## config.mk

```make
export PLATFORM = sky130hd
export DESIGN_NAME = decode_issue_stage
export DESIGN_NICKNAME = d
export VERILOG_FILES = /design/src/rtl/decode_issue_stage.sv
export SDC_FILE = /design/constraint.sdc
export NUM_CORES = 1
export LEC_CHECK = 0
export CORE_MARGIN = 2
export CORE_UTILIZATION = 45
export DETAILED_ROUTE_END_ITERATION = 8
export DONT_BUFFER_PORTS = 1
export GPL_ROUTABILITY_DRIVEN = 1
export PLACE_DENSITY = 0.64
export SYNTH_ARGS = -nofsm -noshare
export SYNTH_HDL_FRONTEND = slang
export SYNTH_SLANG_ARGS = --single-unit
```

## constraint.sdc

```tcl
create_clock -name clk -period 3.2 [get_ports clk]
set_input_delay 0.64 -clock clk [delete_from_list [all_inputs] [get_ports clk]]
set_output_delay 0.64 -clock clk [all_outputs]
set_load 0.02 [all_outputs]
```

## src/rtl/decode_issue_stage.sv

```systemverilog
// Decode/issue stage: holds one fetched instruction, fetches and forwards operands,
// stalls on scoreboard hazards and issues into an output register toward Execute.
module decode_issue_stage #(
  parameter int DATA_W = 16,
  parameter int REG_AW = 4,
  parameter int CNT_W  = 8
) (
  input  logic                    clk,
  input  logic                    rst,
  input  logic                    in_valid,
  output logic                    in_ready,
  input  logic [4+3*REG_AW-1:0]   instr,
  output logic [REG_AW-1:0]       srcReg1,
  output logic [REG_AW-1:0]       srcReg2,
  input  logic [DATA_W-1:0]       srcRegVal1,
  input  logic [DATA_W-1:0]       srcRegVal2,
  input  logic                    inuse1,
  input  logic                    inuse2,
  input  logic                    inuseDest,
  input  logic                    wb_en,
  input  logic [REG_AW-1:0]       wb_reg,
  input  logic [DATA_W-1:0]       wb_data,
  output logic [REG_AW-1:0]       nextDestReg,
  output logic                    claim_en,
  input  logic                    flush,
  output logic                    out_valid,
  input  logic                    out_ready,
  output logic [3:0]              opcode,
  output logic [REG_AW-1:0]       destReg,
  output logic [DATA_W-1:0]       srcVal1,
  output logic [DATA_W-1:0]       srcVal2,
  output logic [2*REG_AW-1:0]     memAddr,
  output logic [CNT_W-1:0]        stall_cnt
);

  localparam int INSTR_W = 4 + 3*REG_AW;
  localparam logic [3:0] OP_NOP   = 4'b0000;
  localparam logic [3:0] OP_LOAD  = 4'b1110;
  localparam logic [3:0] OP_STORE = 4'b1111;

  function automatic logic [CNT_W-1:0] sat_inc(input logic [CNT_W-1:0] v);
    return (&v) ? v : v + 1'b1;
  endfunction

  function automatic logic [DATA_W-1:0] pick_operand(input logic used, input logic fwd,
                                                     input logic [DATA_W-1:0] rf_val,
                                                     input logic [DATA_W-1:0] wb_val);
    if (!used)
      return '0;
    else if (fwd)
      return wb_val;
    else
      return rf_val;
  endfunction

  logic                 hold_valid_q, hold_valid_d;
  logic [INSTR_W-1:0]   hold_instr_q;
  logic                 out_valid_q, out_valid_d;
  logic [3:0]           opcode_q, opcode_d;
  logic [REG_AW-1:0]    dest_q, dest_d;
  logic [DATA_W-1:0]    val1_q, val1_d;
  logic [DATA_W-1:0]    val2_q, val2_d;
  logic [2*REG_AW-1:0]  addr_q, addr_d;
  logic [CNT_W-1:0]     stall_cnt_q, stall_cnt_d;

  logic [3:0]           h_opc;
  logic [REG_AW-1:0]    h_f2, h_f1, h_f0;
  logic                 is_nop, is_load, is_store;
  logic                 uses_src1, uses_src2, writes_dest;
  logic [REG_AW-1:0]    src1_idx, src2_idx, dest_idx;
  logic [2*REG_AW-1:0]  mem_addr;
  logic                 wb_hit1, wb_hit2, wb_hit_dest;
  logic                 src1_ready, src2_ready, dest_free;
  logic                 hazard, out_free, issue, accept;

  assign {h_opc, h_f2, h_f1, h_f0} = hold_instr_q;

  assign is_nop   = (h_opc == OP_NOP);
  assign is_load  = (h_opc == OP_LOAD);
  assign is_store = (h_opc == OP_STORE);

  // Every use bit is qualified by hold_valid so all indices read 0 when empty.
  assign uses_src1   = hold_valid_q & ~is_nop & ~is_load;
  assign uses_src2   = hold_valid_q & ~is_nop & ~is_load & ~is_store;
  assign writes_dest = hold_valid_q & ~is_nop & ~is_store;

  assign src1_idx = uses_src1 ? (is_store ? h_f0 : h_f1) : '0;
  assign src2_idx = uses_src2 ? h_f0 : '0;
  assign dest_idx = writes_dest ? (is_load ? h_f0 : h_f2) : '0;
  assign mem_addr = (hold_valid_q & (is_load | is_store)) ? {h_f2, h_f1} : '0;

  assign wb_hit1     = uses_src1   & wb_en & (wb_reg == src1_idx);
  assign wb_hit2     = uses_src2   & wb_en & (wb_reg == src2_idx);
  assign wb_hit_dest = writes_dest & wb_en & (wb_reg == dest_idx);

  assign src1_ready = ~uses_src1   | ~inuse1    | wb_hit1;
  assign src2_ready = ~uses_src2   | ~inuse2    | wb_hit2;
  assign dest_free  = ~writes_dest | ~inuseDest | wb_hit_dest;

  assign hazard   = hold_valid_q & ~(src1_ready & src2_ready & dest_free);
  assign out_free = ~out_valid_q | out_ready;
  // Flush suppresses issue so nothing is claimed or loaded on a killed cycle.
  assign issue    = hold_valid_q & ~hazard & out_free & ~flush;
  assign in_ready = ~flush & (~hold_valid_q | issue);
  assign accept   = in_valid & in_ready;

  assign srcReg1     = src1_idx;
  assign srcReg2     = src2_idx;
  assign nextDestReg = dest_idx;
  assign claim_en    = issue & writes_dest;

  always_comb begin
    hold_valid_d = hold_valid_q;
    out_valid_d  = out_valid_q;
    opcode_d     = opcode_q;
    dest_d       = dest_q;
    val1_d       = val1_q;
    val2_d       = val2_q;
    addr_d       = addr_q;
    stall_cnt_d  = hazard ? sat_inc(stall_cnt_q) : stall_cnt_q;

    if (flush) begin
      hold_valid_d = 1'b0;
      out_valid_d  = 1'b0;
    end else begin
      if (accept)
        hold_valid_d = 1'b1;
      else if (issue)
        hold_valid_d = 1'b0;

      if (issue) begin
        out_valid_d = 1'b1;
        opcode_d    = h_opc;
        dest_d      = dest_idx;
        val1_d      = pick_operand(uses_src1, wb_hit1, srcRegVal1, wb_data);
        val2_d      = pick_operand(uses_src2, wb_hit2, srcRegVal2, wb_data);
        addr_d      = mem_addr;
      end else if (out_ready) begin
        out_valid_d = 1'b0;
      end
    end
  end

  // Decode -> output register boundary
  always_ff @(posedge clk or posedge rst) begin
    if (rst) begin
      hold_valid_q <= 1'b0;
      out_valid_q  <= 1'b0;
      opcode_q     <= '0;
      dest_q       <= '0;
      val1_q       <= '0;
      val2_q       <= '0;
      addr_q       <= '0;
      stall_cnt_q  <= '0;
    end else begin
      hold_valid_q <= hold_valid_d;
      out_valid_q  <= out_valid_d;
      opcode_q     <= opcode_d;
      dest_q       <= dest_d;
      val1_q       <= val1_d;
      val2_q       <= val2_d;
      addr_q       <= addr_d;
      stall_cnt_q  <= stall_cnt_d;
    end
  end

  // Fetch -> decode register boundary; contents are qualified by hold_valid_q.
  always_ff @(posedge clk) begin
    if (accept)
      hold_instr_q <= instr;
  end

  assign out_valid = out_valid_q;
  assign opcode    = opcode_q;
  assign destReg   = dest_q;
  assign srcVal1   = val1_q;
  assign srcVal2   = val2_q;
  assign memAddr   = addr_q;
  assign stall_cnt = stall_cnt_q;

endmodule
```

# After elaboration in Yosys (flattened, before gate mapping)
# Cells that the tools add are included.
# Widths: inputs -> output; s select.
totals:
  regBits: 74
  in_bits: 77
  word_cells: 81
classes:
  add_sub_neg: 1
  reduce_logical: 6
  bitwise_logic: 44
  eq_ne: 5
  mux: 16
ops:
  columns: ["operator", "n"]
  rows:
  - ["$mux 16", 4]
  - ["$and 1x1->1", 20]
  - ["$mux 4", 5]
  - ["$not 1->1", 15]
  - ["$eq 4x4->1", 3]
  - ["$or 1x1->1", 9]
  - ["$add 8x1->8 const B", 1]
  - ["$eq 4x4->1 const B", 2]
  - ["$mux 8", 1]
  - ["$reduce_and 8->1", 1]
  - ["$mux 1", 6]
  - ["$reduce_bool 3->1", 2]
  - ["$logic_not 4->1", 1]
  - ["$reduce_and 2->1", 2]

# Logic depth before layout (Yosys ltp)
logic_depth:
  word_depth: 22
  mapped_depth: 11
  mapped_depth_nobuf: 8

# Worst setup path after synthesis
# Ideal clock, no wire load.
synth_path:
  path_kind: "input port to flip-flop"
  startpoint: "input wb_reg[0]"
  endpoint: "register hold_instr_q[0] (enable)"
  t_required_ps: 2826
  arrival_time_ps: 3051
  stages: 9
  path_buffers: 1
  setup_slack_ps: -225
  setup_time_ps: 374
  cell_sequence: "clkbuf_1 > nor2_1 > a21boi_0 > a221oi_2 > o221ai_2 > a31oi_4 > nand3_1 > a21oi_1 > and2_1"
synth_between:
  elab_chain_len: 14
synth_lines:
  columns: ["element", "line_no", "source"]
  rows:
  - ["from (decl)", "21", "input logic [REG_AW-1:0] wb_reg,"]
  - ["$eq 4x4->1 (on tied branches)", "92, 93", null]
  - ["$and 1x1->1 (on tied branches)", "92, 93", null]
  - ["$or 1x1->1 (on tied branches)", "96, 97", null]
  - ["$and 1x1->1", "100", "assign hazard = hold_valid_q & ~(src1_ready & src2_ready & dest_free);"]
  - ["$and 1x1->1 *", "100", null]
  - ["$not 1->1 *", "100", null]
  - ["$and 1x1->1 *", "100", null]
  - ["$not 1->1 *", "103", "assign issue = hold_valid_q & ~hazard & out_free & ~flush;"]
  - ["$and 1x1->1 * (3 in a row)", "103", null]
  - ["$or 1x1->1 *", "104", "assign in_ready = ~flush & (~hold_valid_q | issue);"]
  - ["$and 1x1->1 *", "104", null]
  - ["named net in_ready", "11", "output logic in_ready,"]
  - ["$and 1x1->1 *", "105", "assign accept = in_valid & in_ready;"]
  - ["named net accept", "74", "logic hazard, out_free, issue, accept;"]
  - ["to (signal assigned)", "170", "hold_instr_q <= instr;"]
  - ["to (decl)", "57", "logic [INSTR_W-1:0] hold_instr_q;"]
# Mark *: on every way through the listed nets, which the timed path passes. The rest lies on a longest branch.
# A chain may end at the register's enable or synchronous reset.

# Worst setup path after layout
layout_path:
  startpoint: "register hold_instr_q[12]"
  endpoint: "output in_ready"
layout_between:
  elab_chain_len: 19
layout_lines:
  columns: ["element", "line_no", "source"]
  rows:
  - ["$logic_not 4->1", "78", "assign is_nop = (h_opc == OP_NOP);"]
  - ["$not 1->1", "83, 84, 85", null]
  - ["$and 1x1->1", "83, 84, 85", null]
  - ["$and 1x1->1", "83, 84", null]
  - ["$and 1x1->1", "84", "assign uses_src2 = hold_valid_q & ~is_nop & ~is_load & ~is_store;"]
  - ["$mux 4", "88", "assign src2_idx = uses_src2 ? h_f0 : '0;"]
  - ["$eq 4x4->1", "93", "assign wb_hit2 = uses_src2 & wb_en & (wb_reg == src2_idx);"]
  - ["$and 1x1->1", "93", null]
  - ["$or 1x1->1", "97", "assign src2_ready = ~uses_src2 | ~inuse2 | wb_hit2;"]
  - ["$and 1x1->1", "100", null]
  - ["$and 1x1->1 *", "100", null]
  - ["$not 1->1 *", "100", null]
  - ["$and 1x1->1 *", "100", null]
  - ["$not 1->1 *", "103", null]
  - ["$and 1x1->1 * (3 in a row)", "103", null]
  - ["$or 1x1->1 *", "104", null]
  - ["$and 1x1->1 *", "104", null]
  - ["to (decl)", "11", null]
# Every way passes the cells marked *; elsewhere a longest branch is shown, timed or not.

==> metrics.cfg <==
[power]
seqPwrFrac_pct=54.7
leakage_nw=1.86
combPwrFrac_pct=12.4
power_mw=2.39
switchingPower_uw=726
power.share.clock_pct=33.0
p_int_mw=1.67
powerDensity_nw_per_um2=562
switching_share_pct=30.4
irDropWorstVdd_v=0.000327

[logic_synthesis]
async_flop_share_pct=78.4
yosys-top-cells-area=dfrtp_1 (40%), edfxtp_1 (13%), mux2i_1 (9.3%), nand2_1 (6.7%), o31ai_1 (6.6%)
avgSynthCellArea_um2=10.7
yosys_warnings=0
syn_inst=341
synth_nets=419
synth_edf_count=16
synth_seq_cells=74
synth_cell_types=44
synth_top_area_share_pct=39.8
ys.flop_type=dfrtp_1
synth_largest_area_cell=dfrtp_1
synth_area_um2=3640
ys_seq_area_share_pct=53.0

[route]
drt-vias-per-instance=5.72
drtAntennaViolNets=0
drcViolationCount=0
drtPass1Iterations=4
routed_wirelength_um=8830
vias=2698
drt-initial-drc-count=115
wl_per_cell_um=18.7

[outcome]
failed_checks=setup timing
status=complete, but fails checks

[run]
maxCapViolations=0

[floorplanning]
dieArea_um2=8840
start_util_pct=46.9
die_y_um=94.0
num_rows=32
ios=148
die_w_um=94.0
core_um2=7770

[worst_setup_path]
crit_fanout=4
cp_slowest_cell=edfxtp_1
crit_required_ns=2.56
crit_path_frequent_cell=buf_4
path_class=reg -> out
crit_chain=nand4b_1 -> buf_4 -> and2_4 -> a221oi_4 -> o221ai_4 -> a31oi_4 -> nand3_4 -> a21oi_2 -> buf_4
slowest_delay_ns=0.43
cp-end-kind=output pin
cp-start-kind=flip-flop
arrival_ns=2.67

[placed_design]
dp_hpwl_um=6310
globalplace.congestion=0.897
pre_cts_slack_ns=0.0914
port_buffers=0

[global_route]
grt_pass1_vias=2702
grtUsageTotal_pct=20.5
grt_overflow=0
grt_max_degree=89
grt_pass1_wl_um=13700
antenna_found_initial=1

[clock_tree]
cts_made_buffers=9
clk_latency_ns=0.34
h-tree-depth=3
cts_tree=yes
cts.clk_slew.worst_paths_ns=0.07
ctsLongestPathBuffers=2
cts.sinks=74
postCtsHoldBufs=0
cts-root-buf=clkbuf_8

[final_layout]
drive_gt1_share_pct=17.6
fill_cells=700
diodes=0
utilization_pct=54.8
area_growth_pct=16.8
nets=443

[timing]
rsz0062_at_grt=true
final-max-slew-violation-count=0
hold_ws_ns=0.271
slew_headroom_pct=55.6
timing.final.crit_share_pct=103
hold_viol=0
final-setup-viol-count=2
setup_ws_ns=-0.107
fin_skew_ns=0.00600
max_freq_ghz=0.302
tightestPinTransition_ns=0.666
fin_crit_ns=3.31

[min_path]
holdCritPathClass=in -> async

layout by cell type, fill, tap and decap left out, drive strengths merged, types with 2 or more instances in the layout:
cell / synthesis / routed
nand2: 65 / 65
dfrtp: 58 / 58
mux2i: 34 / 34
o31ai: 32 / 32
buf: 5 / 31
nor2: 20 / 20
edfxtp: 16 / 16
nand3: 11 / 11
clkbuf: 13 / 11
xnor2: 10 / 10
a21oi: 10 / 10
o21ai: 9 / 9
mux2: 9 / 9
inv: 7 / 8
xor2: 6 / 6
and3: 4 / 4
nand4: 3 / 3
nand3b: 2 / 2
nor2b: 2 / 2
nand2b: 2 / 2
a21boi: 2 / 2
clkinv: 0 / 2
bufinv: 0 / 2
nor3: 2 / 2
and2: 2 / 2
power groups by stage:
stage	Sequential (mW)	Combinational (mW)	Clock (mW)
3_5_place_dp	1.33	0.271	0
6_report	1.31	0.296	0.789
4_1_cts	1.31	0.287	0.814
2_1_floorplan	1.29	0.222	0
5_1_grt	1.32	0.337	0.851
3_3_place_gp	1.33	0.262	0
cell type report:
type | count | area, um^2 | share of cell area, %
clock inverters | 5 | 76.3 | 1.79
inverters | 7 | 26.3 | 0.617
multi-input cells | 242 | 1710 | 40.2
well taps | 102 | 128 | 3.00
repair buffers | 31 | 244 | 5.73
flip-flops and latches | 74 | 1930 | 45.4
clock buffers | 11 | 141 | 3.32
registers in the layout, summed over array words and instances (netlist names):
| name | flops |
|---|---|
| destReg | 4 |
| hold_instr_q | 16 |
| hold_valid_q | 1 |
| memAddr | 8 |
| opcode | 4 |
| out_valid | 1 |
| srcVal1 | 16 |
| srcVal2 | 16 |
| stall_cnt | 8 |
synthesized netlist by cell type (2+ instances only):
cell / number
nand2_1: 65
dfrtp_1: 58
mux2i_1: 34
o31ai_1: 32
nor2_1: 20
edfxtp_1: 16
clkbuf_1: 13
nand3_1: 11
a21oi_1: 10
xnor2_1: 10
mux2_1: 8
o21ai_0: 8
inv_1: 7
xor2_1: 6
and3_1: 4
buf_2: 4
a21boi_0: 2
and2_1: 2
nand2b_1: 2
nand3b_1: 2
nand4_1: 2
nor2b_1: 2
nor3_1: 2
final timing paths:
kind | from | end | slack, ns | cells past startpoint
setup reg to reg | hold_instr_q[12] | hold_instr_q[8] | 0.20 | 10
hold reg to reg | hold_instr_q[14] | opcode[2] | 0.53 | 1
min in group clk | flush | out_valid | 0.35 | 1
max in group asynchronous | rst | srcVal2[6] | 2.11 | 2
hold / removal | rst | stall_cnt[5] | 0.27 | 1
setup / recovery | hold_instr_q[12] | in_ready | -0.11 | 9
stage by stage:
stage | area [um^2] | TNS [ns] | std cells
4_1_cts | 4150 | -0.00959 | 462
5_1_grt | 4260 | -0.361 | 472
6_report | 4260 | -0.176 | 472
3_3_place_gp | 3810 | 0 | 437
2_1_floorplan | 3670 | 0 | 341
3_5_place_dp | 3810 | 0 | 437
timing repair:
| item | CTS | global route |
|---|---|---|
| gates resized for setup | 9 | 7 |
| endpoints found under the hold margin | 0 | 0 |
| endpoints found under the setup margin | 2 | 12 |
| buffers inserted | 9 | 10 |
| pin swaps | 11 | 10 |
cell families (layout without fill, tap and decap cells):
family | count (synthesis) | in the layout | synth area share [%]
and+or+nand+nor | 117 | 117 | 14.5
DFF | 74 | 74 | 53.0
xor gates and xnor gates | 16 | 16 | 3.84
AOI/OAI and AO/OA | 65 | 65 | 13.3
adders and majority gates | 1 | 1 | 0.343
muxes | 43 | 43 | 12.1
buffers and inverters | 25 | 54 | 2.92
metal layers:
| metal | share of wire (%) | global-route usage [%] | vias to the layer above | routed length (um) |
|---|---|---|---|---|
| met1 | 39 | 24.2 | 1300 | 3460 |
| met5 | 0.14 | 0 | - | 12 |
| li1 | - | - | 1264 | - |
| met4 | 1.4 | 7.61 | 2 | 121 |
| met3 | 9.8 | 7.87 | 10 | 863 |
| met2 | 49 | 33.9 | 122 | 4370 |
worst max-delay path, delay by kind of cell, from the launching register on:
kind	cells	cell delay, ns
buf+inv	2	0.39
simple gates	3	0.59
flops	1	0.43
compound gates	4	0.92
(Power assumes the default switching activity.)
